[src/rtl/obuf_arb.sv]
// rtl/obuf_arb.sv - mesh router output stage: round-robin arbiter feeding a small output FIFO
// Optional OBUF_PERF_EN adds saturating pkt_cnt / stall_cnt performance counters.

`ifndef PKT_W
`define PKT_W 32
`endif

module obuf_arb #(
  parameter int PYLD_W = `PKT_W,
  parameter int DEPTH  = 2,
  parameter int NPORT  = 5
) (
  input  logic                    clk,
  input  logic                    rst_n,
  input  logic [NPORT-1:0]        arb_req,
  input  logic [NPORT*PYLD_W-1:0] payload_i,
  output logic [NPORT-1:0]        arb_gnt,
  output logic                    obuf_rdy,
  output logic                    out_vld,
  input  logic                    out_rdy,
  output logic [PYLD_W-1:0]       payload_o
`ifdef OBUF_PERF_EN
  ,
  output logic [15:0]             pkt_cnt,
  output logic [15:0]             stall_cnt
`endif
);

  localparam int PTR_W = $clog2(DEPTH);
  localparam int CNT_W = $clog2(DEPTH + 1);
  localparam int RR_W  = $clog2(NPORT);

  logic [PTR_W-1:0]  wr_ptr, rd_ptr;
  logic [CNT_W-1:0]  count;
  logic [RR_W-1:0]   rr_ptr;
  logic [PYLD_W-1:0] mem [DEPTH];

  logic [NPORT-1:0]  pick;
  logic [RR_W-1:0]   pick_idx;
  logic [PYLD_W-1:0] pick_payload;
  logic              pick_found;
  logic              push, pop;

  // Rotating priority scan starting at rr_ptr; first requester wins.
  always_comb begin
    pick         = '0;
    pick_idx     = '0;
    pick_payload = '0;
    pick_found   = 1'b0;
    for (int k = 0; k < NPORT; k++) begin
      int scan;
      scan = (int'(rr_ptr) + k) % NPORT;
      if (!pick_found && arb_req[scan]) begin
        pick_found   = 1'b1;
        pick[scan]   = 1'b1;
        pick_idx     = RR_W'(scan);
        pick_payload = payload_i[scan*PYLD_W +: PYLD_W];
      end
    end
  end

  // Readiness comes only from registered count, keeping arb_req/out_rdy off this path.
  assign obuf_rdy  = (count != CNT_W'(DEPTH));
  assign arb_gnt   = pick & {NPORT{obuf_rdy}};
  assign push      = |arb_gnt;
  assign out_vld   = (count != '0);
  assign pop       = out_vld & out_rdy;
  assign payload_o = mem[rd_ptr];

  always_ff @(posedge clk or negedge rst_n) begin
    if (!rst_n) begin
      wr_ptr <= '0;
      rd_ptr <= '0;
      count  <= '0;
      rr_ptr <= '0;
      for (int i = 0; i < DEPTH; i++) mem[i] <= '0;
    end else begin
      if (push) begin
        mem[wr_ptr] <= pick_payload;
        wr_ptr      <= (wr_ptr == PTR_W'(DEPTH - 1)) ? '0 : wr_ptr + 1'b1;
        rr_ptr      <= (pick_idx == RR_W'(NPORT - 1)) ? '0 : pick_idx + 1'b1;
      end
      if (pop) begin
        rd_ptr <= (rd_ptr == PTR_W'(DEPTH - 1)) ? '0 : rd_ptr + 1'b1;
      end
      if (push && !pop) begin
        count <= count + 1'b1;
      end else if (pop && !push) begin
        count <= count - 1'b1;
      end
    end
  end

`ifdef OBUF_PERF_EN
  always_ff @(posedge clk or negedge rst_n) begin
    if (!rst_n) begin
      pkt_cnt   <= '0;
      stall_cnt <= '0;
    end else begin
      if (pop && pkt_cnt != 16'hFFFF) begin
        pkt_cnt <= pkt_cnt + 16'd1;
      end
      if (out_vld && !out_rdy && stall_cnt != 16'hFFFF) begin
        stall_cnt <= stall_cnt + 16'd1;
      end
    end
  end
`endif

endmodule

[config.mk]
export PLATFORM = sky130hd
export DESIGN_NAME = obuf_arb
export DESIGN_NICKNAME = d
export VERILOG_FILES = /design/src/rtl/obuf_arb.sv
export SDC_FILE = /design/constraint.sdc
export NUM_CORES = 1
export LEC_CHECK = 0
export ABC_AREA = 1
export CORE_MARGIN = 2
export CORE_UTILIZATION = 43
export CTS_CLUSTER_DIAMETER = 200
export DETAILED_ROUTE_END_ITERATION = 10
export PLACE_DENSITY = 0.73
export SYNTH_ARGS = -nofsm -noshare
export SYNTH_HDL_FRONTEND = slang
export SYNTH_SLANG_ARGS = --single-unit
[constraint.sdc]
create_clock -name clk -period 7.4 [get_ports clk]
set_clock_uncertainty 0.15 [all_clocks]
set_input_delay 1.85 -clock clk [delete_from_list [all_inputs] [get_ports clk]]
set_output_delay 1.85 -clock clk [all_outputs]
set_load 0.01 [all_outputs]
======== After elaboration in Yosys (flattened, before gate mapping) ========
Index checks and enable logic that the tools add are counted.
storage, ports and cells
  register bits after elaboration ......... 71
  input port bits ......................... 168
  output and inout port bits .............. 39
  word-level logic and storage cells ...... 124
cells by class
  $add $sub $neg .......................... 9
  divide/modulo/power cells ............... 5
  magnitude comparators ................... 13
  equality and inequality tests ........... 2
  shift operators ......................... 5
  multiplexer cells ....................... 55
  bitwise gates (word level) .............. 8
  reduce and logical (&&, ||, !) cells .... 21
operators with widths
  kind                                                                       number
  160-bit by 32-bit indexed part select with 32-bit output                   5
  32-bit 2-to-1 mux                                                          9
  32-bit by 1-bit >= comparator with 1-bit output (second input constant)    5
  32-bit by 5-bit < comparator with 1-bit output (second input constant)     5
  32-bit by 4-bit remainder unit with 32-bit output (second input constant)  4
  64-bit bitwise mux                                                         1
  32-bit demux with 1-bit select                                             1
  4-bit by 4-bit remainder unit with 32-bit output (second input constant)   1
  5-bit 2-to-1 mux                                                           5
  1-bit 2-to-1 mux                                                           21
  5-bit bitwise OR                                                           4
  3-bit 2-to-1 mux                                                           6
  1-bit binary-select mux with 3-bit select                                  5
  1-bit demux with 3-bit select                                              5
  1-bit logical AND                                                          12
  3-bit by 2-bit adder with 4-bit output (second input constant)             2
  1-bit logical NOT                                                          6
  5-bit bitwise AND                                                          1
  5-bit OR reduction                                                         1
  3-bit by 1-bit adder with 4-bit output (second input constant)             1
  3-bit by 3-bit adder with 4-bit output (second input constant)             1
  2-bit >= comparator (second input constant)                                2
  2-bit 2-to-1 mux                                                           2
  1-bit inverter with 2-bit output                                           2
  9 further kinds                                                            11

======== Logic depth before layout (Yosys ltp) ========
Gate-level depths: netlist of run 1.
  depth after elaboration ................. 23
  gate-level depth with buffers ........... 38
  gate-level depth less buffers ........... 37

======== Least setup slack after synthesis of run 1 ========
Ideal clock, no wire load.
  path kind ............................... register to output
  from .................................... reg rr_ptr[1]
  to ...................................... out arb_gnt[3]
  data arrival time ....................... 3811 ps
  data required time ...................... 5400 ps
  slack ................................... 1589 ps
  stages on the path, launching flop included .. 31
  path buffers ............................ 0
  cells stage by stage .................... dfrtp_1 > inv_1 > ha_1 > inv_1 > ha_1 > inv_1 > ha_1 > inv_1 > nand2_1 > nand2_2 > nand2_4 > xor2_2 > ha_1 > inv_1 > nor2_1 > inv_1 > nand3_2 > nand3_2 > nand2_1 > nand2_2 > nand2_1 > nor2_1 > nand2_1 > nand3_1 > nor2_1 > nand4_1 > nor2_1 > nor2_1 > nand2_1 > nand2_1 > inv_2
on the way
  word-level cells in the longest chain between the ends .. 18
  elaborated cells on any way between the ends .. 71
  classes of those cells .................. 4 x add/sub; 5 x div; 10 x order compare; 34 x mux; 5 x bitwise; 13 x reduce/logical
RTL lines
  what                                                                                                        RTL line  RTL
  start, declared                                                                                             35        logic [RR_W-1:0] rr_ptr;
  start signal, assigned                                                                                      81        rr_ptr <= (pick_idx == RR_W'(NPORT - 1)) ? '0 : pick_idx + 1'b1;
  parallel branches: the longest is 16 deep, another holds 32-bit by 4-bit remainder unit with 32-bit output  --
  5-bit 2-to-1 mux (*)                                                                                        53        if (!pick_found && arb_req[scan]) begin
  5-bit bitwise AND (*)                                                                                       64        assign arb_gnt = pick & {NPORT{obuf_rdy}};
  end, declared                                                                                               17        output logic [NPORT-1:0] arb_gnt,
Mark *: on every way between the ends. The select of a mux whose other input is x is not followed.

======== Final worst setup path of run 1 ========
  from .................................... reg rr_ptr[0]
  to ...................................... out arb_gnt[3]
Same word-level chain as after synthesis.

==> results of run 1 <==
final timing paths:
kind | to
max | arb_gnt[3]
min | mem[36]
max reg2reg | count[1]
min reg2reg | mem[36]
max in group asynchronous | mem[10]
min in group asynchronous | count[1]
what timing repair did:
action | 4_1_cts | 5_1_grt
gates resized for setup | 0 | 14
buffers inserted | 0 | 3
endpoints found under the hold margin | 0 | 0
setup endpoints to repair | 0 | 5
cell type report:
class | instances | area, um2 | area share
multi-input combinational | 1741 | 8911 | 0.6040
timing repair buffer | 266 | 2507 | 0.1700
sequential | 71 | 1777 | 0.1204
inverter | 200 | 765.7 | 0.05190
tap | 378 | 473.0 | 0.03206
clock buffer | 12 | 266.5 | 0.01806
clock inverter | 4 | 52.55 | 0.003562
Yosys cell counts, types with 24 or more instances:
cell type    n
o22ai_1     82
nand2_1    549
dfrtp_1     71
nand3_1    132
a21oi_1    153
clkbuf_1   124
ha_1        33
o32ai_1     32
nand4_1     38
nor3_1      40
inv_1      181
o21ai_0    332
nor2_1     166
nand2_2     25
o211ai_1    24
state kept, by name, summed over array words and instances (netlist names):
register	cells
mem	64
count	2
rd_ptr	1
rr_ptr	3
wr_ptr	1
routing by layer:
| metal | routed length (um) | part of all wire |
|---|---|---|
| met5 | 0 | 0 |
| met4 | 3388 | 0.056 |
| met3 | 8861 | 0.15 |
| met2 | 25110 | 0.42 |
| met1 | 22630 | 0.38 |
per-stage QoR:
stage          setup TNS (ns)  hold WS (ns)  cells  worst slack (ns)  utilization
3_5_place_dp                0        0.3086   2653            0.4513       0.5189
5_1_grt              -0.08049        0.3360   2672          -0.07491       0.5325
3_3_place_gp                0        0.3040   2653            0.5530       0.5189
4_1_cts                     0        0.3217   2669           0.06103       0.5304
2_1_floorplan               0        0.2917   2175             1.589            -
6_report                    0        0.3182   2672            0.3106       0.5325
cell families (layout without fill, tap and decap cells):
family                     count (synthesis)  after routing  synth area share
adders and majority gates                 33             33           0.03415
AOI/OAI and AO/OA                        715            715            0.3429
xor gates and xnor gates                   9              9          0.007762
buffers and inverters                    363            482            0.1189
DFF                                       71             71            0.1469
and+or+nand+nor                          984            984            0.3493
worst min-delay path: stages, from the launching register on:
cell and delay (ns):
dfrtp_1 0.34, nand2_1 0.05, nand2_1 0.04
==> impl_metrics.env, run 1 <==
export IMPL_run_status="complete, no violations"
export IMPL_area_delta_synth_final_pct=22.01
export IMPL_grt_pass1_vias=15900
export IMPL_slew_headroom=0.1427
export IMPL_seq_area_frac_synth=0.1469
export IMPL_nets=2490
export IMPL_ant_nets=0
export IMPL_antenna_cells=0
export IMPL_max_cap_viol_count=0
export IMPL_dr_pass1_iters=9
export IMPL_final_common_cell="nand2_1"
export IMPL_fin_area_um2=14750
export IMPL_avgRoutedWirePerCell_um=22.45
export IMPL_ys_flop_type="dfrtp_1"
export IMPL_cp_common_cell="nand2_1"
export IMPL_hold_viol_final=0
export IMPL_synth_edf_count=0
export IMPL_cts_root_buf="clkbuf_16"
export IMPL_synthCells=2175
export IMPL_overflow=0
export IMPL_crit_family="simple AND/OR/NAND/NOR gates"
export IMPL_die_area_um2=29480
export IMPL_grt_max_degree=70
export IMPL_grt_pass1_wl_um=90650
export IMPL_boundaryPins=207
export IMPL_r2r_setup_slack_ns=1.58
export IMPL_antenna_found_initial=1
export IMPL_synth_seq_cells=71
export IMPL_synthesis_nets=2376
export IMPL_drive_above_1_share=0.07018
export IMPL_fin_crit_sh=0.9580
export IMPL_dpl_cell_area_um2=14380
export IMPL_cp_slowest_cell="clkdlybuf4s50_1"
export IMPL_min_period_ns=7.089
export IMPL_syn_area_um2=12090
export IMPL_std_cell_rows=61
export IMPL_vias_per_cell=6.404
export IMPL_synth_largest_area_cell="nand2_1"
export IMPL_ff2ff_path_depth=36
export IMPL_worst_slew_pin_slew_ns=1.285
export IMPL_hold_start="mem[36]"
export IMPL_globalplace_congestion=0.9964
export IMPL_grt_util_met3=0.1169
export IMPL_cts_buffers=9
export IMPL_htree_levels=3
export IMPL_synth_avg_cell_area_um2=5.559
export IMPL_critical_path_required_ns=5.40
export IMPL_hold_class="register to register"
export IMPL_busiest_layer="met2"
export IMPL_synthTopCellsByArea="nand2_1 17%, dfrtp_1 15%, o21ai_0 14%, a21oi_1 6.3%, inv_1 5.6%"
export IMPL_startpoint="rr_ptr[0]"
export IMPL_clock_latency_ns=0.33
export IMPL_synth_top_area_share=0.1704
export IMPL_use_met2=0.6007
export IMPL_r2r_start="rr_ptr[0]"
export IMPL_cts_tree="done"
export IMPL_fillers=2875
export IMPL_cp_max_fo=22
export IMPL_cp_depth=31
export IMPL_finalSetupViolCount=0
export IMPL_core_um2=27710
export IMPL_drt_initial_drc_count=2835
export IMPL_die_x_um=171.7
export IMPL_place_hpwl_um=39790
export IMPL_whs_path_depth=2
export IMPL_critPathKind="register to output pin"
export IMPL_cp_arrival_ns=5.09
export IMPL_cts_max_path_buffers=2
export IMPL_yosysWarnings=0
export IMPL_route_detailed_drc=0
export IMPL_cp_slowest_stage_delay_ns=0.53
export IMPL_cp_start_kind="register"
export IMPL_portBuffers=206
export IMPL_cp_num_buf_inv=9
export IMPL_holdBufCountCts=0
export IMPL_fmax_mhz=141.1
export IMPL_worst_setup_path_end_kind="output pin"
export IMPL_grtUsageMet1=0.5168
export IMPL_final_cell_mix="547 x nand2_1, 332 x o21ai_0, 205 x clkdlybuf4s50_1, 178 x inv_1, 166 x nor2_1"
export IMPL_drv_slew=0
export IMPL_clk_pin_slew_ns=0.05
export IMPL_synth_cell_types=48
export IMPL_start_util=0.4364
export IMPL_synthArstFlopShare=1.000
export IMPL_drt_wl_total_um=60000
export IMPL_vias=17110
export IMPL_grt_usage=0.3974
export IMPL_die_h_um=171.7
export IMPL_cts_num_sinks=71
Power of run 1 is not shown: default switching activity piles up to over one toggle a cycle in this logic, so the estimate is an artifact.
==> run 2: changes to the inputs <==
--- a/config.mk
+++ b/config.mk
@@ -11,6 +11,8 @@
 export CTS_CLUSTER_DIAMETER = 200
 export DETAILED_ROUTE_END_ITERATION = 10
 export PLACE_DENSITY = 0.73
+export REMOVE_ABC_BUFFERS = 1
 export SYNTH_ARGS = -nofsm -noshare
 export SYNTH_HDL_FRONTEND = slang
 export SYNTH_SLANG_ARGS = --single-unit
+export TNS_END_PERCENT = 1
==> run 2 against run 1 <==
Effect of this change:
- hold slack better by 0.00073 ns
- setup slack improved by 0.015 ns
- global-route usage fell by 2.3 points
- fmax increased by 0.22%
- utilization decreased by 0.17 points
- first-iteration DRC count is 6.6% lower
- final cell count shrank 0.15%
- final area shrank 0.31%
- via count down 0.64%
- sequential cell count unchanged
==> impl_metrics.env, run 2 (synthesis results as in run 1) <==
export IMPL_drt_wl_total_um=57310
export IMPL_place_hpwl_um=36760
export IMPL_grtUsageMet1=0.4665
export IMPL_busiest_layer="met2"
export IMPL_worst_setup_path_end_kind="output pin"
export IMPL_cp_max_fo=15
export IMPL_cts_buffers=9
export IMPL_clock_latency_ns=0.36
export IMPL_final_cell_mix="546 x nand2_1, 332 x o21ai_0, 205 x clkdlybuf4s50_1, 179 x inv_1, 165 x nor2_1"
export IMPL_cp_common_cell="nand2_1"
export IMPL_holdBufCountCts=0
export IMPL_slew_headroom=0.04411
export IMPL_r2r_end="mem[33]"
export IMPL_vias=17000
export IMPL_cp_slowest_cell="clkdlybuf4s50_1"
export IMPL_cts_tree="done"
export IMPL_grt_pass1_vias=15780
export IMPL_critical_path_required_ns=5.40
export IMPL_antenna_cells=0
export IMPL_finalSetupViolCount=0
export IMPL_die_area_um2=29480
export IMPL_vias_per_cell=6.373
export IMPL_drt_initial_drc_count=2648
export IMPL_die_x_um=171.7
export IMPL_grt_max_degree=73
export IMPL_min_period_ns=7.074
export IMPL_grt_pass1_wl_um=85700
export IMPL_hold_path_end="mem[26]"
export IMPL_hold_class="register to register"
export IMPL_cp_arrival_ns=5.07
export IMPL_fmax_mhz=141.4
export IMPL_rsz0062_at_grt="true"
export IMPL_grt_usage=0.3739
export IMPL_r2r_start="rr_ptr[0]"
export IMPL_final_common_cell="nand2_1"
export IMPL_critPathKind="register to output pin"
export IMPL_r2r_setup_slack_ns=1.33
export IMPL_drv_slew=0
export IMPL_cp_slowest_stage_delay_ns=0.52
export IMPL_globalplace_congestion=1.028
export IMPL_run_status="complete, no violations"
export IMPL_hold_viol_final=0
export IMPL_nets=2487
export IMPL_utilization=0.5308
export IMPL_regMostFlops="mem"
export IMPL_cp_start_kind="register"
export IMPL_reg_top3="mem: 64 flops, rr_ptr: 3 flops, count: 2 flops"
export IMPL_cts_max_path_buffers=2
export IMPL_portBuffers=206
export IMPL_core_um2=27710
export IMPL_drive_above_1_share=0.06987
export IMPL_hold_start="mem[26]"
export IMPL_ant_nets=0
export IMPL_antenna_found_initial=0
export IMPL_cts_num_sinks=71
export IMPL_overflow=0
export IMPL_dr_pass1_iters=11
export IMPL_fin_crit_sh=0.9559
export IMPL_ff2ff_path_depth=34
export IMPL_boundaryPins=207
export IMPL_whs_path_depth=2
export IMPL_htree_levels=3
export IMPL_route_detailed_drc=0
export IMPL_std_cell_rows=61
export IMPL_use_met2=0.5703
export IMPL_avgRoutedWirePerCell_um=21.48
export IMPL_cts_root_buf="clkbuf_16"
export IMPL_largest_reg_flops=64
export IMPL_worst_slew_pin_slew_ns=1.432
export IMPL_die_h_um=171.7
export IMPL_grt_util_met3=0.1081
export IMPL_tns_ns=0
export IMPL_start_util=0.4364
export IMPL_max_cap_viol_count=0
export IMPL_clk_pin_slew_ns=0.08
export IMPL_area_delta_synth_final_pct=21.63
run 2: cell types whose count changed in the layout (fill, tap and decap cells not counted), sizes merged:
cell      change
and2          +1
clkbuf        -2
inv           -1
clkinv        +2
clkinvlp      +1
buf           -4
bufinv        -1
run 2: worst max path at each step:
stage,start,endpoint,slack (ns),depth (start not counted)
CTS,rr_ptr[1],arb_gnt[3],0.1,31
global placement,rr_ptr[1],arb_gnt[3],0.46,31
detailed placement,rr_ptr[1],arb_gnt[3],0.25,31
floorplan,rr_ptr[0],arb_gnt[4],-0.33,20
finish,rr_ptr[2],arb_gnt[1],0.33,28
global route,rr_ptr[0],arb_gnt[2],-0.02,31
run 2: what timing repair did:
action / 4_1_cts / 5_1_grt
pin swaps: 0 / 2
endpoints found under the setup margin: 5 / 5
cloned: 0 / 1
setup buffers: 0 / 4
gates resized for setup: 2 / 16
run 2: area by class of cell:
type                    instances  area [um2]
inverters                     200       775.7
clock buffers                  10       229.0
clock inverters                 5       35.03
fillers                      2838       13000
flip-flops and latches         71        1778
multi-input cells            1742        8939
repair buffers                262        2477
well taps                     378       473.0
run 2: through the flow:
| stage | std cells | setup slack [ns] | instance area (um2) | hold WS (ns) |
|---|---|---|---|---|
| after floorplan | 2012 | -0.3320 | 11400 | 0.2917 |
| after global placement | 2648 | 0.4642 | 14360 | 0.3038 |
| after detailed placement | 2648 | 0.2550 | 14360 | 0.3080 |
| after CTS | 2663 | 0.09801 | 14630 | 0.3233 |
| after global routing | 2668 | -0.01502 | 14710 | 0.3437 |
| final | 2668 | 0.3261 | 14710 | 0.3189 |
run 2: metal layers:
metal | up-vias | wire, um
li1 | 7738 | -
met4 | 0 | 4012
met1 | 7457 | 20900
met2 | 1461 | 23850
met5 | - | 0
met3 | 346 | 8540
run 2: critical path: cells and delay by family, from the launching register on:
kind	cells	cell delay, ns
compound gates	3	0.43
fa+ha+maj	2	0.56
buf+inv	7	1.17
flops	1	0.40
simple gates	16	2.14
Power of run 2 is left out for the same reason.
